[src/rtl/regfile_cmd_ctrl.sv]
// regfile_cmd_ctrl: decodes UART write/read frames into register file accesses and returns read data as two bytes
module regfile_cmd_ctrl #(
    parameter int DATA_W = 16,
    parameter int ADDR_W = 3
) (
    input  logic              CLK,
    input  logic              RST,
    input  logic [7:0]        RX_DATA,
    input  logic              RX_VLD,
    output logic [7:0]        TX_DATA,
    output logic              TX_VLD,
    input  logic              TX_RDY,
    output logic              WrEn,
    output logic              RdEn,
    output logic [ADDR_W-1:0] Address,
    output logic [DATA_W-1:0] WrData,
    input  logic [DATA_W-1:0] RdData,
    output logic              CMD_ERR
);
    typedef enum logic [3:0] {
        IDLE, WR_ADDR, WR_LO, WR_HI, WR_EXEC, RD_ADDR, RD_EXEC, RD_CAP, TX_LO, TX_HI
    } state_t;
    state_t state, nxt;
    logic err, lat_addr, lat_lo, lat_hi, xfer, bad_addr;
    logic [7:0] tx_hi;
    assign xfer = TX_VLD && TX_RDY;
    assign bad_addr = RX_DATA[7:ADDR_W] != '0;
    always_comb begin
        nxt = state;
        err = 1'b0;
        lat_addr = 1'b0;
        lat_lo = 1'b0;
        lat_hi = 1'b0;
        case (state)
            IDLE: if (RX_VLD) begin
                if (RX_DATA == 8'hAA) nxt = WR_ADDR;
                else if (RX_DATA == 8'hBB) nxt = RD_ADDR;
                else err = 1'b1;
            end
            WR_ADDR, RD_ADDR: if (RX_VLD) begin
                if (bad_addr) begin
                    err = 1'b1;
                    nxt = IDLE;
                end else begin
                    lat_addr = 1'b1;
                    nxt = (state == WR_ADDR) ? WR_LO : RD_EXEC;
                end
            end
            WR_LO: if (RX_VLD) begin
                lat_lo = 1'b1;
                nxt = WR_HI;
            end
            WR_HI: if (RX_VLD) begin
                lat_hi = 1'b1;
                nxt = WR_EXEC;
            end
            WR_EXEC: nxt = IDLE;
            RD_EXEC: nxt = RD_CAP;
            RD_CAP:  nxt = TX_LO;
            TX_LO:   nxt = xfer ? TX_HI : TX_LO;
            TX_HI:   nxt = xfer ? IDLE : TX_HI;
            default: nxt = IDLE;
        endcase
    end
    // Outputs are registered from the next state so they line up with the state they belong to
    always_ff @(posedge CLK or negedge RST) begin
        if (!RST) begin
            state <= IDLE;
            WrEn <= 1'b0;
            RdEn <= 1'b0;
            TX_VLD <= 1'b0;
            CMD_ERR <= 1'b0;
            TX_DATA <= '0;
            Address <= '0;
            WrData <= '0;
            tx_hi <= '0;
        end else begin
            state <= nxt;
            WrEn <= nxt == WR_EXEC;
            RdEn <= nxt == RD_EXEC;
            TX_VLD <= nxt == TX_LO || nxt == TX_HI;
            CMD_ERR <= err;
            if (lat_addr) Address <= RX_DATA[ADDR_W-1:0];
            if (lat_lo) WrData[7:0] <= RX_DATA;
            if (lat_hi) WrData[DATA_W-1:8] <= RX_DATA;
            if (state == RD_CAP) begin
                TX_DATA <= RdData[7:0];
                tx_hi <= RdData[DATA_W-1:8];
            end else if (state == TX_LO && xfer) begin
                TX_DATA <= tx_hi;
            end
        end
    end
endmodule

[config.mk]
export PLATFORM = sky130hd
export DESIGN_NAME = regfile_cmd_ctrl
export DESIGN_NICKNAME = d
export VERILOG_FILES = /design/src/rtl/regfile_cmd_ctrl.sv
export SDC_FILE = /design/constraint.sdc
export NUM_CORES = 1
export LEC_CHECK = 0
export ABC_AREA = 1
export CORE_ASPECT_RATIO = 1.2
export CORE_UTILIZATION = 49
export DETAILED_ROUTE_END_ITERATION = 10
export PLACE_DENSITY = 0.81
export SLEW_MARGIN = 30
export SYNTH_ARGS = -nofsm -noshare
export SYNTH_HDL_FRONTEND = slang
export SYNTH_SLANG_ARGS = --single-unit
[constraint.sdc]
create_clock -name CLK -period 1.85 [get_ports CLK]
set_input_delay 0.185 -clock CLK [delete_from_list [all_inputs] [get_ports CLK]]
set_output_delay 0.185 -clock CLK [all_outputs]
set_load 0.02 [all_outputs]
Yosys cells after proc, flatten, opt, wreduce, memory -nomap -nowiden. Index checks and enable logic that the tools add are counted.

Reductions and logical operators: 7. Eq/ne operators: 14. Mux-type cells: 25.

Operators with widths (count): case mux 4 bit (8 select lines) (1); two-way mux 4 bit (7); equality test 4 x 3 -> 1 bit, second input constant (5); equality test 4 bit, second input constant (4); equality test 8 bit, second input constant (2); two-way mux 8 bit (2); two-way mux 1 bit (12); equality test 4 x 2 -> 1 bit, second input constant (2); two-way mux 3 bit (2); nonzero test 5 bit (1); equality test 4 x 1 -> 1 bit, second input constant (1); zero test 4 bit (1); logical AND 1 bit (2); case mux 1 bit (2 select lines) (1); nonzero test 2 bit (1); OR reduction 2 bit (1); logical OR 1 bit (1).

Bits of input ports: 28. Output and inout bits: 31. Bits in registers: 43.

Depth between registers and ports, before layout. Gate-level depths: netlist of the first run.

Depth after elaboration: 7. Gate-level depth with buffers: 8. Mapped depth without buffers: 8.

Worst setup path before layout of the first run. Ideal clock, no wire load.

Path type: flip-flop to flip-flop. From: register state[3]. To: register TX_DATA[2]. Clock period less this slack: 1160 ps. Arrival: 1036 ps. Path slack: 690 ps. Cell stages (with the launch flop): 8. Data required time: 1726 ps. Library setup time: 124 ps. Cell sequence: dfrtp_1 inv_1 nor2_1 nand3b_1 nand2_2 inv_2 nand2_1 nand3_1.

Cells in the longest elaborated chain, start to end: 3. Elaborated cells on any way between the ends: 5.

Ends and longest elaborated chain: from (decl) (RTL line 23) `state_t state, nxt;`; from (signal assigned) (RTL line 78) `state <= nxt;`; equality test 4 bit (RTL line 89) `end else if (state == TX_LO && xfer) begin`; logical AND 1 bit (RTL line 89); nonzero test 2 bit (no source line); to (signal assigned) (RTL line 87) `TX_DATA <= RdData[7:0];`; to (signal assigned) (RTL line 90) `TX_DATA <= tx_hi;`; to (decl) (RTL line 10) `output logic [7:0] TX_DATA,`.

Parallel ways exist; a longest one is shown, timed or not. A chain may end at the register's enable or synchronous reset.

Final worst setup path of the first run.
From: register state[2]. To: register TX_DATA[2].

Same word-level chain as after synthesis.

==> results of run 1 <==
cell usage in the layout (no fill, tap or decap):
cell / n
a21oi_1: 2
dlygate4sd3_1: 1
clkinvlp_4: 1
clkdlybuf4s50_1: 57
buf_2: 1
buf_4: 1
nand4_1: 1
clkbuf_8: 7
nor2_2: 1
o21ai_1: 6
nand3_1: 23
inv_4: 1
nand2_1: 81
inv_1: 22
inv_2: 1
nand3b_1: 1
nand2_2: 2
dfrtp_1: 43
nand3_2: 2
nor2_1: 17
o21ai_0: 18
nor3_1: 1
where the power goes:
part	leakage [nW]	internal (mW)	switching (mW)	total, mW
registers	0.556	0.958	0.0137	0.972
clock network	0.0505	0.339	0.303	0.642
logic	0.661	0.0949	0.0923	0.187
state kept, by name (all words and copies together), names as in the netlist:
register / cells
TX_VLD: 1
RdEn: 1
TX_DATA: 8
tx_hi: 8
CMD_ERR: 1
WrEn: 1
WrData: 16
state: 4
Address: 3
stage by stage:
stage,hold WS (ns),setup slack (ns),std cells,utilization [%]
floorplan,-0.111,0.690,227,-
global placement,0.282,0.243,333,67.8
detailed placement,0.282,0.233,333,67.8
CTS,0.426,0.201,342,70.9
global route,0.435,0.174,342,71.0
finish,0.424,0.353,342,71.0
critical path, cell delays in order (launching register included):
cell	delay, ns
dfrtp_1	0.45
inv_1	0.09
nor2_1	0.15
nand2_2	0.20
nand2_2	0.23
inv_2	0.11
nand2_1	0.07
nand3_1	0.07
layer usage:
layer / global-route usage [%] / share of wire (%)
met5: 0 / 0
met4: 10.1 / 2.4
met3: 5.97 / 5.1
met2: 34.4 / 48
met1: 27.3 / 45
what timing repair did:
action	CTS	global route
resized for setup	0	3
hold endpoints to repair	43	0
hold buffers	1	0
endpoints found under the setup margin	0	5
area by class of cell:
type	count	area [um^2]
sequential	43	1080
fill	313	1060
multi-input combinational	155	671
timing repair buffer	60	593
clock buffer	7	96.3
inverter	24	92.6
tap	52	65.1
clock inverter	1	7.51
cell families (layout without fill, tap and decap cells):
logic type	after synthesis	count (layout)	share of synthesized area, %
and+or+nand+nor	129	129	28.6
AOI/OAI and AO/OA	26	26	6.93
buffers and inverters	29	92	7.13
DFF	43	43	57.3
worst paths after layout:
kind,from,slack [ns],to,depth (start not counted)
max,state[2],0.35,TX_DATA[2],7
min,RdData[11],0.42,tx_hi[3],3
max reg2reg,state[2],0.35,TX_DATA[2],7
min reg2reg,tx_hi[3],0.48,tx_hi[3],2
max in group asynchronous,RST,1.01,WrData[0],3
min in group asynchronous,RST,0.48,WrData[10],3
==> results.cfg, run 1 <==
[placed_design]
dpl_cell_area_mm2 = 0.00248
routabilityCongestion = 0.972
portBuffers = 58
dpl.hpwl_mm = 2.92

[global_routing]
grt_max_degree = 44
antenna_found_initial = 0
grt_pass1_wl_mm = 6.67
grt-ovfl-total = 0
grtUsageTotal_pct = 21.7
grt_pass1_vias = 1534

[synth]
ys_types = 17
ys_seq_elements = 43
synth_ff_type = dfrtp_1
synth.largest_area_cell = dfrtp_1
ys_top_cells_by_area = dfrtp_1 57%, nand2_1 16%, nand3_1 6.1%
synth_common_cells = 82 x nand2_1, 43 x dfrtp_1, 23 x nand3_1, 22 x inv_1, 18 x o21ai_0
syn_inst = 227
synthArstFlopShare_pct = 100
ys_seq_area_share_pct = 57.3
synthesis.area_mm2 = 0.00188
synth_edf_count = 0
yosysWarnings = 0
synth_top_area_share_pct = 57.3
postSynthAreaPerCell_um2 = 8.27
yosysMostFrequentCell = nand2_1
synthesis.nets = 255

[route]
firstDrtPassIters = 4
ant_nets = 0
initialDrtViolationCount = 73
routed_wirelength_mm = 3.92
viasPerCell = 4.85
routedWlPerCell_um = 11.5
via_count = 1657
drc = 0

[clock_tree]
cts_buffer_depth = 2
clkLatencyLatePin_ns = 0.29
numCtsBuffers = 5
post_cts_buffers = 0
ctsHtreeMaxLevel = 2
clock-sinks = 43
cts_root_buffer = clkbuf_8
tritoncts = done
clk_pin_slew_ns = 0.08

[sta]
fmaxAchievable_ghz = 0.668
period_needed_ns = 1.50
tightest_slew_ns = 0.511
finClkSkew_ns = 0.00525
slew_viol_final = 0
tns_ns = 0
rsz0062_at_grt = false
finalSetupViolCount = 0
slew_headroom_pct = 65.9
finalHoldViolCount = 0
fin_crit_sh_pct = 80.9

[floorplan]
coreArea_mm2 = 0.00366
num_rows = 24
ioPinCount = 59
die-area_mm2 = 0.00409
initial_core_util_pct = 51.3
die_h_um = 69.8
die_x_um = 58.5

[pwr]
p_leak_nw = 1.27
finalPower_mw = 1.80
ir_worst_vdd_uv = 482
p_per_area_mw_per_mm2 = 693

[worst_setup_path]
critical_path_class = reg -> reg
crit_required_ns = 2.02
crit_path_end_kind = flop
worstPathMaxFanout = 12
cp_data_arrival_time_ns = 1.67
setup.worst_path.start_class = flop

[worst_hold_path]
hold_path.class = in -> reg

[job]
cap_viol_max_count = 0

[finish]
drive_gt1_share_pct = 5.86
fin_area_mm2 = 0.00260
nNetsFinal = 317
n_antenna_cell = 0
area_delta_synth_final_pct = 38.5

[status]
status = finished clean
No activity file was read; power rests on OpenSTA's default activity.
==> inputs of run 2 (changes only) <==
- CORE_UTILIZATION: 49 -> 46
- PLACE_DENSITY: 0.81 -> 0.76
- clock period: 1.85 -> 1.5 ns (I/O delays scaled with it)
==> results.cfg, run 2 (synthesis results as in run 1) <==
[sta]
finClkSkew_ns = 0.00772
fin_crit_sh_pct = 95.0
fmaxAchievable_ghz = 0.702
rsz0062_at_grt = false
slew_headroom_pct = 64.2
tns_ns = 0
whs_ns = 0.392
finalSetupViolCount = 0
tightest_slew_ns = 0.538
slew_viol_final = 0
finalHoldViolCount = 0
period_needed_ns = 1.42

[pwr]
p_per_area_mw_per_mm2 = 825
ir_worst_vdd_uv = 537
p_leak_nw = 1.29

[finish]
num-fill-cells = 314
multi_input_area_um2 = 681
area_delta_synth_final_pct = 40.7
largest_register = WrData
nNetsFinal = 321
largest_reg_flops = 16
reg.largest.list = WrData (16), TX_DATA (8), tx_hi (8)
fin_cells = 347
n_antenna_cell = 0
final_cell_mix = 80 x nand2_1, 57 x clkdlybuf4s50_1, 43 x dfrtp_1
post-route-util_pct = 67.6
drive_gt1_share_pct = 7.17
final_common_cell = nand2_1
seqCellArea_mm2 = 0.00108

[global_routing]
busiest_layer = met2
grtUsageTotal_pct = 22.0
antenna_found_initial = 0
use_met1_pct = 27.2
met2_usage_pct = 35.5
grt-ovfl-total = 0
grt_max_degree = 44
grt_pass1_vias = 1566
grt_pass1_wl_mm = 6.95
use_met3_pct = 3.74

[worst_setup_path]
setup.worst_path.start_class = flop
crit_required_ns = 1.35
critical_path_class = reg -> out
path_cells = clkdlybuf4s50_1
cp_data_arrival_time_ns = 1.27
critPathTopFamily = buffers and inverters
crit_path_end_kind = output pin
crit_slowest_cell = clkdlybuf4s50_1
max_stage_delay_ns = 0.61
worstPathMaxFanout = 2
r2r_slack_ns = 0.09
path_buf_inv = 1

[worst_hold_path]
hold_path.class = in -> reg

[route]
ant_nets = 0
routedWlPerCell_um = 12.4
drc = 0
firstDrtPassIters = 4
via_count = 1648
initialDrtViolationCount = 54
viasPerCell = 4.75
routed_wirelength_mm = 4.31

[floorplan]
die-area_mm2 = 0.00434
initial_core_util_pct = 48.0
die_h_um = 72.0
coreArea_mm2 = 0.00391
num_rows = 25
ioPinCount = 59
die_x_um = 60.3

[job]
cap_viol_max_count = 0

[clock_tree]
clk_pin_slew_ns = 0.08
clock-sinks = 43
ctsHtreeMaxLevel = 2
clkLatencyLatePin_ns = 0.29
numCtsBuffers = 5
cts_root_buffer = clkbuf_8
cts_buffer_depth = 2
tritoncts = done

[placed_design]
placedCellCount = 339
dpl.hpwl_mm = 3.14
portBuffers = 58
routabilityCongestion = 0.916

[status]
status = finished clean
## run 2: worst paths after layout
check / end / from / depth (start not counted)
max: TX_DATA[3] / TX_DATA[3] / 1
min: tx_hi[7] / RdData[15] / 3
max reg2reg: WrData[3] / state[0] / 4
min reg2reg: tx_hi[7] / tx_hi[7] / 2
max in group asynchronous: TX_DATA[5] / RST / 3
min in group asynchronous: WrData[0] / RST / 3
## run 2: area by class of cell
| cell class | instances | area share (%) |
|---|---|---|
| tap | 54 | 2.56 |
| sequential | 43 | 40.7 |
| inverter | 24 | 3.60 |
| clock inverter | 1 | 0.189 |
| timing repair buffer | 64 | 24.1 |
| multi-input combinational | 155 | 25.8 |
| clock buffer | 6 | 3.13 |
## run 2: through the flow
stage	area, um^2	worst slack, ns	total power, mW
after floorplan	1880	0.340	1.30
after global placement	2530	0.0115	1.45
after detailed placement	2530	-0.0261	1.45
after CTS	2630	0.0568	2.19
after global routing	2640	0.0251	2.27
final	2640	0.0753	2.18
## run 2: layer usage
metal | wire [um] | part of all wire (%) | vias up
li1 | - | - | 842
met1 | 1880 | 44 | 729
met2 | 2090 | 49 | 64
met3 | 184 | 4.3 | 13
met4 | 148 | 3.4 | 0
met5 | 0 | 0 | -
## run 2: timing repair
action	in CTS	in global routing
setup buffers	0	0
endpoints found under the hold margin	43	0
hold buffers	1	0
resized for setup	0	7
endpoints found under the setup margin	0	19
## run 2: where the power goes
group / switching (mW) / leakage, nW / internal (mW)
clock: 0.383 / 0.0470 / 0.361
combinational: 0.118 / 0.687 / 0.119
sequential: 0.0163 / 0.556 / 1.18
total: 0.518 / 1.29 / 1.66
==> inputs of run 3 (changes only) <==
- CORE_ASPECT_RATIO: 1.2 -> 0.8
- PLACE_DENSITY: 0.76 -> 0.8
==> results.cfg, run 3 (synthesis results as in run 1) <==
[route]
firstDrtPassIters = 4
drc = 0
routed_wirelength_mm = 4.19
ant_nets = 0
via_count = 1677
initialDrtViolationCount = 92
routedWlPerCell_um = 11.9
viasPerCell = 4.75

[clock_tree]
post_cts_buffers = 0
clkLatencyLatePin_ns = 0.29
numCtsBuffers = 5
clk_pin_slew_ns = 0.07
cts_buffer_depth = 2
tritoncts = done
ctsHtreeMaxLevel = 2
clock-sinks = 43
cts_root_buffer = clkbuf_8

[finish]
largest_register = WrData
largest_reg_flops = 16
fin_cells = 353
nNetsFinal = 326
area_delta_synth_final_pct = 41.7
final_cell_mix = 80 x nand2_1, 57 x clkdlybuf4s50_1, 43 x dfrtp_1
n_antenna_cell = 0
final_common_cell = nand2_1
drive_gt1_share_pct = 9.06
reg.largest.list = WrData (16), TX_DATA (8), tx_hi (8)

[sta]
rsz0062_at_grt = false
slew_viol_final = 0
fin_crit_sh_pct = 97.4
setup_ws_ns = 0.0397
tightest_slew_ns = 0.515
fmaxAchievable_ghz = 0.685
slew_headroom_pct = 65.7
finalHoldViolCount = 0
period_needed_ns = 1.46
finClkSkew_ns = 0.00297
finalSetupViolCount = 0

[worst_setup_path]
setup.worst_path.start_class = flop
worstPathMaxFanout = 2
r2r-start = state[3]
max_stage_delay_ns = 0.64
cp-startpoint = WrData[4]
path_buf_inv = 1
critPathTopFamily = buffers and inverters
path_cells = clkdlybuf4s50_1
critical_path_class = reg -> out
crit_required_ns = 1.35
crit_path_end_kind = output pin
crit_slowest_cell = clkdlybuf4s50_1
cp_data_arrival_time_ns = 1.31

[pwr]
p_per_area_mw_per_mm2 = 817
p_leak_nw = 1.31
finalPower_mw = 2.17
ir_worst_vdd_uv = 802

[placed_design]
routabilityCongestion = 0.867
dpl.hpwl_mm = 3.12
pre_cts_ws_ns = -0.00373
portBuffers = 58
placedCellCount = 345

[global_routing]
grt_max_degree = 44
grtUsageTotal_pct = 21.8
grt_pass1_vias = 1457
grt_pass1_wl_mm = 7.00
antenna_found_initial = 0
grt-ovfl-total = 0

[floorplan]
die_x_um = 73.4
num_rows = 20
coreArea_mm2 = 0.00385
ioPinCount = 59
initial_core_util_pct = 48.7
die_h_um = 59.2
die-area_mm2 = 0.00434

[worst_hold_path]
hold_path.class = in -> reg
min-delay-start = RdData[15]

[job]
cap_viol_max_count = 0

[status]
status = finished clean
run 3: changes by cell type in the layout (fill, tap and decap cells not counted):
cell / before / now
buf_12: 1 / 0
buf_4: 4 / 10
inv_4: 0 / 1
inv_6: 1 / 0
nand3_2: 1 / 2
nand3_4: 1 / 0
nor2_1: 17 / 16
nor2_2: 1 / 2
o21ai_0: 17 / 18
o21ai_1: 7 / 6
run 3: final cells by class:
type,count,area [um^2]
sequential,43,1080
clock inverter,1,5.00
tap,55,68.8
timing repair buffer,69,661
multi-input combinational,155,676
inverter,24,92.6
clock buffer,6,82.6
fill,325,1190
run 3: routing by layer:
layer  share of wire, %  track usage [%]
met5                  0                0
met4                1.7             7.42
met3                5.8             4.59
met2                 45             31.2
met1                 47             33.0
run 3: path summary, 6_finish.rpt:
path	cells after the start	slack, ns	endpoint
setup / recovery	1	0.04	WrData[4]
hold / removal	3	0.40	tx_hi[7]
setup reg to reg	6	0.15	Address[1]
hold reg to reg	2	0.48	TX_DATA[1]
max in group asynchronous	3	0.71	WrData[6]
min in group asynchronous	3	0.44	TX_DATA[7]
run 3: report_power, final:
group / internal, mW / switching [mW] / leakage (nW) / total (mW)
Combinational: 0.123 / 0.119 / 0.706 / 0.242
Clock: 0.361 / 0.372 / 0.0470 / 0.733
Sequential: 1.18 / 0.0162 / 0.556 / 1.20
run 3: stage by stage:
| stage | hold slack, ns | TNS [ns] | util, % | cell area [um^2] |
|---|---|---|---|---|
| 2_1_floorplan | -0.146 | 0 | - | 1880 |
| 3_3_place_gp | 0.246 | 0 | 66.3 | 2550 |
| 3_5_place_dp | 0.248 | -0.00373 | 66.3 | 2550 |
| 4_1_cts | 0.395 | 0 | 68.8 | 2650 |
| 5_1_grt | 0.426 | 0 | 69.1 | 2660 |
| 6_report | 0.400 | 0 | 69.1 | 2660 |
run 3: what timing repair did:
item | in CTS | in global routing
hold endpoints to repair | 43 | 0
setup endpoints to repair | 0 | 13
hold buffers | 1 | 0
gates resized for setup | 0 | 5
==> edit 1, RTL diff (config.mk and constraints of run 1) <==
The parameter `ADDR_W` goes from 3 to 2.
--- a/src/rtl/regfile_cmd_ctrl.sv
+++ b/src/rtl/regfile_cmd_ctrl.sv
@@ -1,7 +1,7 @@
 // regfile_cmd_ctrl: decodes UART write/read frames into register file accesses and returns read data as two bytes
 module regfile_cmd_ctrl #(
     parameter int DATA_W = 16,
-    parameter int ADDR_W = 3
+    parameter int ADDR_W = 2
 ) (
     input  logic              CLK,
     input  logic              RST,
Ports: changed (resized Address); port bits go from 59 to 58. No check against the original RTL was run, so the function may have changed too.
==> edit 1 against run 1 <==
- area after synthesis rose by 2.7%
- clock skew shrank 2.0 ps
- design area up 2.5%
- maximum frequency decreased by 3.8%
- worst setup slack got worse by 59 ps
- largest power group unchanged
- sequential cell count shrank 1
- power up 0.95%
- routed wire length increased by 7.9%
==> edit 1: results (changes against run 1) <==
[drt]
routed_via_density=4.77  ; -1.5%
wl_per_cell_microns=12.4  ; +8.5%
initialDrtViolationCount=47  ; -36%

[global_routing]
grt_pass1_wl_microns=6990  ; +4.8%
met1_usage=0.268  ; -0.00460
gr-usage-met2=0.388  ; +0.0447
grt_usage=0.220  ; +0.00318
grt_max_degree=43  ; -2.3%
grt_pass1_vias=1624  ; +5.9%
grt.met3_usage=0.0439  ; -0.0158

[placed_design]
dp.final_hpwl_microns=3100  ; +5.9%
gp_congestion=0.802  ; -18%
port_buffers=57  ; -1.7%
placed_cells=331  ; -0.60%

[power_and_ir_drop]
power.static_leakage_nw=1.32  ; +4.5%
peakVddDrop_mv=0.482  ; about the same

[worst_setup_path]
crit_fanout=18  ; +6
cp.arrival_ps=1790  ; +120 ps

[outcome]
status=complete, no violations

[layout]
nets=315  ; -0.63%
final_cell_count_no_fill=340  ; -0.58%
antenna_cells=0  ; unchanged
fill_cells=297  ; -5.1%
drive_above_1_share=0.132  ; +0.0733

[yosys]
yosysSeqAreaShare=0.545  ; -0.0282
synth_area_leaders=dfrtp_1, nand2_1, o21ai_2
ys_types=19  ; +2
synth_common_cells=nand2_1, dfrtp_1, nand3_1, inv_1, nor2_1
synth_fp_nets=252  ; -1.2%
syn_area_per_cell_sq_um=8.61  ; +4.1%
async_flop_share=1.00  ; unchanged

[cts]
clk_pin_slew_ps=80  ; about the same
post-cts-setup-buffers=0  ; unchanged

[min_path]
hp-class=input port to async pin

[sta]
fin_skew_ps=3.24  ; -2.01 ps
tightestPinTransition_ps=414  ; -97.0 ps

==> edit 1: changes by cell type after synthesis, moves of 2 or more <==
| cell | before | now |
|---|---|---|
| o21ai_0 | 18 | 6 |
| nand2_4 | 0 | 2 |
| o21ai_2 | 0 | 16 |
| o21ai_1 | 6 | 0 |
| inv_1 | 22 | 20 |
==> edit 1: power by group <==
group | switching (W) | leakage (nW) | internal, W
Clock | 0.000319 | 0.0579 | 0.000397
Sequential | 0.00000893 | 0.542 | 0.000928
Combinational | 0.0000812 | 0.725 | 0.0000838
Total | 0.000410 | 1.32 | 0.00141
==> edit 1: logic make-up after synthesis <==
kind of cell | Yosys count | synth area share
buf+inv | 28 | 0.0687
flops | 42 | 0.545
compound gates | 24 | 0.0934
simple gates | 130 | 0.293
==> edit 1: timing repair <==
item / in CTS / in global routing
endpoints found under the hold margin: 42 / 0
hold buffers: 1 / 0
gates resized for setup: 0 / 0
==> edit 1: final timing paths <==
| kind | startpoint | endpoint | slack, ps | cells past startpoint |
|---|---|---|---|---|
| worst max-delay path | state[2] | state[2] | 290 | 7 |
| worst min-delay path | RST | WrData[13] | 370 | 3 |
| worst max register to register | state[2] | state[2] | 290 | 7 |
| worst min register to register | WrData[5] | WrData[5] | 490 | 2 |
| max in group asynchronous | RST | state[1] | 1260 | 3 |
| min in group CLK | RdData[11] | tx_hi[3] | 420 | 3 |
==> edit 1: layout make-up <==
cell class / count / area share
well taps: 52 / 0.0244
repair buffers: 61 / 0.229
inverters: 23 / 0.0324
clock buffers: 5 / 0.0258
multi-input cells: 154 / 0.280
clock inverters: 3 / 0.0150
flip-flops and latches: 42 / 0.394
==> edit 1: per-stage QoR <==
| stage | power (W) | area [sq um] | worst slack (ps) | utilization |
|---|---|---|---|---|
| floorplan | 0.00101 | 1930 | 615 | - |
| global placement | 0.00112 | 2550 | 323 | 0.690 |
| detailed placement | 0.00112 | 2550 | 280 | 0.690 |
| CTS | 0.00183 | 2670 | 292 | 0.722 |
| global route | 0.00188 | 2670 | 145 | 0.722 |
| finish | 0.00182 | 2670 | 294 | 0.722 |
==> edit 1: routing by layer <==
| layer | up-vias | part of all wire |
|---|---|---|
| li1 | 830 | - |
| met1 | 751 | 0.41 |
| met2 | 39 | 0.55 |
| met3 | 3 | 0.038 |
| met4 | 0 | 0.0083 |
| met5 | - | 0 |
==> edit 1: critical path: stages, from the launching register on <==
cell and delay (ps):
dfrtp_1 470, nor2_1 270, nand3_2 410, nand2_1 160
nor2_1 50, nand2_1 60, inv_1 40, nand2_1 50
==> edit 2, RTL diff (config.mk and constraints of run 1) <==
Made on the original files. Remove the register `CMD_ERR`: a continuous assignment takes its place, so the output `CMD_ERR` follows one clock earlier.
--- a/src/rtl/regfile_cmd_ctrl.sv
+++ b/src/rtl/regfile_cmd_ctrl.sv
@@ -69,7 +69,6 @@
             WrEn <= 1'b0;
             RdEn <= 1'b0;
             TX_VLD <= 1'b0;
-            CMD_ERR <= 1'b0;
             TX_DATA <= '0;
             Address <= '0;
             WrData <= '0;
@@ -79,7 +78,6 @@
             WrEn <= nxt == WR_EXEC;
             RdEn <= nxt == RD_EXEC;
             TX_VLD <= nxt == TX_LO || nxt == TX_HI;
-            CMD_ERR <= err;
             if (lat_addr) Address <= RX_DATA[ADDR_W-1:0];
             if (lat_lo) WrData[7:0] <= RX_DATA;
             if (lat_hi) WrData[DATA_W-1:8] <= RX_DATA;
@@ -91,5 +89,7 @@
             end
         end
     end
+
+    assign CMD_ERR = err;
 endmodule
 
Behaviour: not the same (Yosys sat finds a counterexample within 4 cycles, from zero or initial values and one cycle with RST low).
==> edit 2 against run 1 <==
- area after synthesis is 1.3% lower
- design area grew 3.5%
- synthesized cell count shrank 0.44%
- routed wire length rose by 12%
- clock skew down 0.50 ps
- clock power rose by 9.3%
- power rose by 3.3%
- worst setup slack worse by 210 ps
- sequential cell count fell by 1
- hold slack lost 100 ps
- sequential power fell by 3.0%
- combinational power is 16% higher
- critical path type is now register to output pin
- largest cell class unchanged
==> edit 2: results (changes against run 1) <==
[placed_design]
dp_slack_ps=-76.5  ; -309 ps
dp.final_hpwl_microns=3220  ; +10%
placed_cells=348  ; +4.5%

[yosys]
synth_common_cells=nand2_1, dfrtp_1, nand3_1, inv_1, o21ai_0
synth_fp_nets=254  ; -0.39%
syn_area_per_cell_sq_um=8.20  ; -0.90%
yosysSeqAreaShare=0.567  ; -0.00577
synth_area_leaders=dfrtp_1, nand2_1, nand3_1

[drt]
vias=1754  ; +5.9%
initialDrtViolationCount=86  ; +18%
routed_via_density=4.91  ; +1.4%
wl_microns=4400  ; +12%
drt_pass1_iterations=5  ; +1

[layout]
nets=332  ; +4.7%
fill_cells=285  ; -8.9%
drive_above_1_share=0.108  ; +0.0496

[global_routing]
grt_pass1_vias=1720  ; +12%
gr-usage-met2=0.416  ; +0.0728
met1_usage=0.299  ; +0.0260
grt_pass1_wl_microns=7600  ; +14%
grt_usage=0.247  ; +0.0303
grt.met3_usage=0.0616  ; +0.00187

[sta]
tns_ps=0  ; unchanged
tightestPinTransition_ps=352  ; -159 ps

[worst_setup_path]
cp.arrival_ps=1520  ; -150 ps
cp-startpoint=state[3]
crit_family=flip-flops
crit_fanout=4  ; -8
r2r-end=WrData[4]
rr_startpoint=state[0]
max_stage_delay_ps=430  ; -20 ps
rr_worst_depth=4  ; -3

[power_and_ir_drop]
peakVddDrop_mv=0.566  ; +18%
power.static_leakage_nw=1.34  ; +5.6%

[min_path]
hp-class=input port to async pin

[outcome]
status=complete, no violations

-- edit 2: changes by cell type after synthesis --
cell     delta
dfrtp_1     -1
-- edit 2: where the power goes --
group | total, W | internal [W] | switching [W] | leakage, nW
Combinational | 0.000216 | 0.000113 | 0.000103 | 0.737
Sequential | 0.000943 | 0.000934 | 0.00000952 | 0.544
Clock | 0.000702 | 0.000397 | 0.000305 | 0.0579
-- edit 2: worst max-delay path by stage --
stage          endpoint  slack (ps)  depth (start not counted)
3_5_place_dp    CMD_ERR         -80                          8
2_1_floorplan   CMD_ERR         480                          5
4_1_cts         CMD_ERR         0.5                          6
3_3_place_gp    CMD_ERR         -60                          8
5_1_grt         CMD_ERR          20                          6
6_report        CMD_ERR         140                          6
-- edit 2: metal layers --
layer,part of all wire,vias to the layer above
met1,0.40,820
met4,0.012,0
met2,0.53,59
li1,-,869
met5,0,-
met3,0.049,6
-- edit 2: what timing repair did --
item	in CTS	in global routing
buffers inserted	0	0
cloned	0	0
hold buffers	1	0
resized for setup	1	2
hold endpoints to repair	14	0
setup endpoints to repair	1	1
-- edit 2: through the flow --
stage	cell area (sq um)	hold WS (ps)
finish	2690	321
global route	2690	358
CTS	2700	322
detailed placement	2580	107
global placement	2580	107
floorplan	1850	-111
-- edit 2: final cells by class --
class	count	area (sq um)	share of cell area
clock buffers	5	68.8	0.0256
repair buffers	76	708	0.263
multi-input cells	155	668	0.248
inverters	24	90.1	0.0335
well taps	52	65.1	0.0242
clock inverters	3	40.0	0.0149
flip-flops and latches	42	1050	0.391
-- edit 2: cell families after synthesis --
family | count (synthesis) | share of synthesized area
AO/OA/AOI/OAI | 26 | 0.0702
AND/OR/NAND/NOR | 129 | 0.290
flip-flops | 42 | 0.567
buffers and inverters | 29 | 0.0722
